--- src/rtl/ram_arb_pkg.sv ---
`default_nettype none
// ============================================================================
// Module  : ram_arb_pkg
// Brief   : Shared types and constants for the two-port data RAM arbiter.
// Revision: 1.0 - initial release
// ============================================================================
package ram_arb_pkg;

    localparam int DEF_AW = 12;
    localparam int DEF_DW = 4;

    localparam logic P_CPU = 1'b0;
    localparam logic P_LDR = 1'b1;

    typedef enum logic [1:0] {
        IDLE = 2'd0,
        GNT  = 2'd1,
        ACK  = 2'd2
    } arb_state_t;

endpackage : ram_arb_pkg
`default_nettype wire

--- src/rtl/arb_rr_pick2.sv ---
`default_nettype none
// ============================================================================
// Module  : arb_rr_pick2
// Brief   : Combinational 2-way round-robin picker; a tie goes to the port
//           that was not served last. RAM_ARB_FIXED_PRIO_EN: port 0 wins ties.
// Revision: 1.0 - initial release
// ============================================================================
module arb_rr_pick2
    import ram_arb_pkg::*;
(
    input  logic [1:0] req,
    input  logic       last,
    output logic       valid,
    output logic       winner
);

`ifdef RAM_ARB_FIXED_PRIO_EN
    logic w_unused_last;
    assign w_unused_last = last;
`endif

    always_comb begin
        valid  = |req;
        winner = P_CPU;
        case (req)
            2'b01:   winner = P_CPU;
            2'b10:   winner = P_LDR;
`ifdef RAM_ARB_FIXED_PRIO_EN
            2'b11:   winner = P_CPU;
`else
            2'b11:   winner = ~last;
`endif
            default: winner = P_CPU;
        endcase
    end

endmodule : arb_rr_pick2
`default_nettype wire

--- src/rtl/ram_bus_arbiter.sv ---
`default_nettype none
// ============================================================================
// Module  : ram_bus_arbiter
// Brief   : Shares one data RAM between the uP datapath (port 0) and a
//           loader/debug master (port 1) with req/gnt/ack handshakes, locked
//           bursts and round-robin fairness. Macro RAM_ARB_FIXED_PRIO_EN
//           selects fixed priority for port 0 instead of round-robin.
// Revision: 1.0 - initial release
// ============================================================================
module ram_bus_arbiter
    import ram_arb_pkg::*;
#(
    parameter int AW        = DEF_AW,
    parameter int DW        = DEF_DW,
    parameter int MAX_BURST = 4
) (
    input  logic          clock,
    input  logic          reset,
    input  logic          req0,
    input  logic          we0,
    input  logic          lock0,
    input  logic [AW-1:0] addr0,
    input  logic [DW-1:0] wdata0,
    input  logic          req1,
    input  logic          we1,
    input  logic          lock1,
    input  logic [AW-1:0] addr1,
    input  logic [DW-1:0] wdata1,
    output logic          gnt0,
    output logic          gnt1,
    output logic          ack0,
    output logic          ack1,
    output logic [DW-1:0] rdata,
    output logic          mem_cs,
    output logic          mem_we,
    output logic [AW-1:0] mem_adr,
    output logic [DW-1:0] mem_wdata,
    input  logic [DW-1:0] mem_rdata,
    output logic          busy
);

    localparam logic [3:0] C_MAX_BURST = 4'(MAX_BURST);

    arb_state_t    r_state, w_next_state;
    logic          r_owner, w_next_owner;
    logic [3:0]    r_burst_cnt, w_next_burst;
    logic [DW-1:0] r_rdata;
    logic          w_last;
    logic          w_pick_valid;
    logic          w_pick_winner;

    logic          w_own_req;
    logic          w_own_we;
    logic          w_own_lock;
    logic [AW-1:0] w_own_addr;
    logic [DW-1:0] w_own_wdata;

    assign w_own_req   = (r_owner == P_LDR) ? req1   : req0;
    assign w_own_we    = (r_owner == P_LDR) ? we1    : we0;
    assign w_own_lock  = (r_owner == P_LDR) ? lock1  : lock0;
    assign w_own_addr  = (r_owner == P_LDR) ? addr1  : addr0;
    assign w_own_wdata = (r_owner == P_LDR) ? wdata1 : wdata0;

    arb_rr_pick2 u_pick (
        .req    ({req1, req0}),
        .last   (w_last),
        .valid  (w_pick_valid),
        .winner (w_pick_winner)
    );

`ifdef RAM_ARB_FIXED_PRIO_EN
    assign w_last = P_LDR;
`else
    logic r_rr_last;

    // Reset value P_LDR lets port 0 win the first tie.
    always_ff @(posedge clock) begin
        if (reset) begin
            r_rr_last <= P_LDR;
        end else if (r_state == GNT) begin
            r_rr_last <= r_owner;
        end
    end

    assign w_last = r_rr_last;
`endif

    always_comb begin
        w_next_state = r_state;
        w_next_owner = r_owner;
        w_next_burst = r_burst_cnt;
        case (r_state)
            IDLE: begin
                if (w_pick_valid) begin
                    w_next_state = GNT;
                    w_next_owner = w_pick_winner;
                    w_next_burst = 4'd1;
                end
            end
            GNT: begin
                w_next_state = ACK;
            end
            ACK: begin
                // The picker sees the current owner as last served, so a
                // capped burst yields to the other port when it is asking.
                if (w_own_lock && w_own_req && (r_burst_cnt < C_MAX_BURST)) begin
                    w_next_state = GNT;
                    w_next_burst = r_burst_cnt + 4'd1;
                end else if (w_pick_valid) begin
                    w_next_state = GNT;
                    w_next_owner = w_pick_winner;
                    w_next_burst = 4'd1;
                end else begin
                    w_next_state = IDLE;
                end
            end
            default: begin
                w_next_state = IDLE;
            end
        endcase
    end

    always_ff @(posedge clock) begin
        if (reset) begin
            r_state     <= IDLE;
            r_owner     <= P_CPU;
            r_burst_cnt <= 4'd0;
            r_rdata     <= '0;
        end else begin
            r_state     <= w_next_state;
            r_owner     <= w_next_owner;
            r_burst_cnt <= w_next_burst;
            if ((r_state == GNT) && !w_own_we) begin
                r_rdata <= mem_rdata;
            end
        end
    end

    assign gnt0      = (r_state == GNT) && (r_owner == P_CPU);
    assign gnt1      = (r_state == GNT) && (r_owner == P_LDR);
    assign ack0      = (r_state == ACK) && (r_owner == P_CPU);
    assign ack1      = (r_state == ACK) && (r_owner == P_LDR);
    assign mem_cs    = (r_state == GNT);
    assign mem_we    = mem_cs && w_own_we;
    assign mem_adr   = mem_cs ? w_own_addr  : '0;
    assign mem_wdata = mem_cs ? w_own_wdata : '0;
    assign rdata     = r_rdata;
    assign busy      = (r_state != IDLE);

endmodule : ram_bus_arbiter
`default_nettype wire
--- config.mk ---
export PLATFORM = sky130hd
export DESIGN_NAME = ram_bus_arbiter
export DESIGN_NICKNAME = d
export VERILOG_FILES = /design/src/rtl/ram_arb_pkg.sv /design/src/rtl/arb_rr_pick2.sv /design/src/rtl/ram_bus_arbiter.sv
export SDC_FILE = /design/constraint.sdc
export NUM_CORES = 1
export LEC_CHECK = 0
export CORE_AREA = 5 5 56 58
export CTS_CLUSTER_DIAMETER = 50
export DETAILED_ROUTE_END_ITERATION = 8
export DIE_AREA = 0 0 61 63
export PLACE_DENSITY = 0.81
export SKIP_LAST_GASP = 1
export SLEW_MARGIN = 30
export SYNTH_ARGS = -nofsm -noshare
export SYNTH_HDL_FRONTEND = slang
export SYNTH_SLANG_ARGS = --single-unit
--- constraint.sdc ---
create_clock -name clock -period 2.35 [get_ports clock]
set_input_delay 0.3525 -clock clock [delete_from_list [all_inputs] [get_ports clock]]
set_output_delay 0.3525 -clock clock [all_outputs]
set_load 0.05 [all_outputs]
==> impl_metrics.ini <==
[power]
p_leak_nw = 0.695
p_sw_share_pct = 36.3
p_comb_share_pct = 52.4
ir_drop_v = 0.000356
clockPowerShare_pct = 17.2
p_per_area_mw_per_mm2 = 416
power_frac_seq_pct = 30.4
switchingPower_w = 0.000265
p_int_w = 0.000466

[logic_synthesis]
synth_cell_types = 29
synth_enable_flop_cells = 0
synth_area_leaders = dfxtp_1, mux2i_1, nor2_1
netlist.area_leader.share_pct = 29.7
ys_seq_elements = 12
synthMuxAreaShare_pct = 22.4
ys_warn_count = 0
synth_top_family_by_area = simple AND/OR/NAND/NOR gates
seq_area_frac_synth_pct = 29.7
synth_compound_area_share_pct = 15.8
syn_area_per_cell_sq_um = 8.10
synthSimpleGateAreaFrac_pct = 24.6
synth_flop_cell = dfxtp_1
yosys-top-cells-count = nor2_1, mux2i_1, dfxtp_1
synthCells = 100
synth_adder_area_share_pct = 1.55
yosysTopAreaCell = dfxtp_1
synthXorXnorAreaFrac_pct = 0
syn-cell-area_sq_um = 810
yosysMostFrequentCell = nor2_1
syn-num-nets = 145
synth-async-reset-ratio_pct = 0

[layout]
regArea_sq_um = 240
layout.nets = 215
fin_cells = 199
multi_input_area_sq_um = 520
diodes = 0
layout-drive-gt1-share_pct = 18.5
num-fill-cells = 207
area_growth_syn_to_layout_pct = 117
fin_util_pct = 67.2

[detailed_routing]
drtPass1Iterations = 4
drc_errors = 0
drt-total-wl_microns = 3020
route.detailed.wl_per_inst_microns = 15.2
postRouteAntennaNets = 0
drt_iter0_markers = 27
via_per_inst = 5.16
vias = 1027

[global_route]
grt_pass1_wl_microns = 4770
grt_max_degree = 22
grt.total_usage_pct = 16.2
grt_pass1_vias = 1112
gr-total-overflow = 0
antenna_found_initial = 0

[placement]
gp_congestion = 0.724
dp_worst_setup_slack_ns = 0.542
dp_hpwl_microns = 2590
dp_cells = 196
port_buffers = 70

[cts]
numClockSinks = 12
clockRootBuffer = clkbuf_4
hold_buffers = 0
clk_latency_ns = 0.28
htreeDepth = 1
numCtsBuffers = 3
cts.repair.resized = 0
post_cts_buffers = 0
cts_buffer_depth = 2
cts_tree = yes
clkSlewWorstSetupHoldPaths_ns = 0.07

[sta]
slew_violations = 0
period_needed_ns = 2.04
tns_ns = 0
hold_viol = 0
fin_crit_sh_pct = 86.9
setup_slack_ns = 0.308
fmax_mhz = 490
setup_viol = 0
skew_ns = 0.00684
slew_headroom_pct = 66.3
rsz0062_at_grt = false
worst_pin_slew_ns = 0.504

[setup_path]
cp.arrival_ns = 1.69
crit_fanout = 13
cp-start-kind = register
required_ns = 2.00
worstSetupEndpointType = primary output
critPathKind = register to primary output

[floorplanning]
core_area_sq_mm = 0.00262
start_util_pct = 31.0
die_area_sq_mm = 0.00384
dieHeight_microns = 63
die_w_microns = 61
rows = 19
io_pins = 71

[worst_hold_path]
hp-class = register to register

[flow_run]
cap_viol_max_count = 0

[run_status]
status = finished clean
per-stage QoR:
step           hold slack, ns  area [sq um]  total power [W]
2_1_floorplan           0.432           810         0.000411
3_3_place_gp            0.441          1730         0.000604
3_5_place_dp            0.460          1730         0.000612
4_1_cts                 0.472          1760         0.000736
5_1_grt                 0.495          1760         0.000769
6_report                0.470          1760         0.000731
area by class of cell:
cell class	count	area share, %
flip-flops and latches	12	13.7
inverters	3	0.641
well taps	31	2.21
multi-input cells	78	29.6
clock buffers	3	1.28
repair buffers	72	52.6
logic make-up after synthesis:
logic type      Yosys count
fa+ha+maj                 1
buf+inv                  10
flops                    12
mux                      18
compound gates           18
simple gates             41
metal layers:
metal  GRT usage (%)  wire length, microns
met1            15.1                  1020
met2            27.5                  1430
met3            10.1                   526
met4            6.50                    42
met5               0                     0
cells in the final DEF, fill, tap and decap left out:
cell and count:
clkbuf_4 3, buf_12 21, mux2_2 1, a41o_1 1
or2_2 1, nor2b_1 3, and2_1 2, a32o_1 1
ha_1 1, clkdlybuf4s50_1 48, inv_1 2, o21bai_1 1
nor2_1 21, a211o_1 1, a311oi_1 1, nand4_1 3
nand2_1 2, and3_1 2, nand3_1 4, mux2i_1 17
a21bo_4 1, o21ai_0 4, a21o_1 1, inv_2 1
and3b_1 2, nand2b_1 1, a2111oi_0 1, dfxtp_1 12
a21oi_1 6, buf_4 3
sequential cells by signal (all words and copies together) (netlist names):
register and cells:
r_owner 1, r_burst_cnt 4, r_state 2, rdata 4, r_rr_last 1
power groups by stage:
stage	logic [W]	clock network, W	registers [W]
after floorplan	0.000177	0	0.000233
after global placement	0.000378	0	0.000226
after detailed placement	0.000385	0	0.000227
after CTS	0.000387	0.000127	0.000222
after global routing	0.000403	0.000141	0.000224
final	0.000383	0.000126	0.000222
path summary, 6_finish.rpt:
check	from	to	slack (ns)	depth (start not counted)
worst max register to register	r_owner$_SDFFE_PP0P_	r_owner$_SDFFE_PP0P_	0.67	4
worst max-delay path	r_state[1]$_SDFFE_PP0P_	mem_adr[3]	0.31	4
worst min-delay path	r_burst_cnt[1]$_SDFFE_PP0P_	r_burst_cnt[1]$_SDFFE_PP0P_	0.47	2
worst min register to register	r_burst_cnt[1]$_SDFFE_PP0P_	r_burst_cnt[1]$_SDFFE_PP0P_	0.47	2
worst max-delay path, cell delays in order (launching register included):
cell      delay, ns
dfxtp_1        0.36
nand2b_1       0.37
buf_4          0.30
nor2_1         0.21
buf_12         0.17
(Power assumes the default switching activity.)
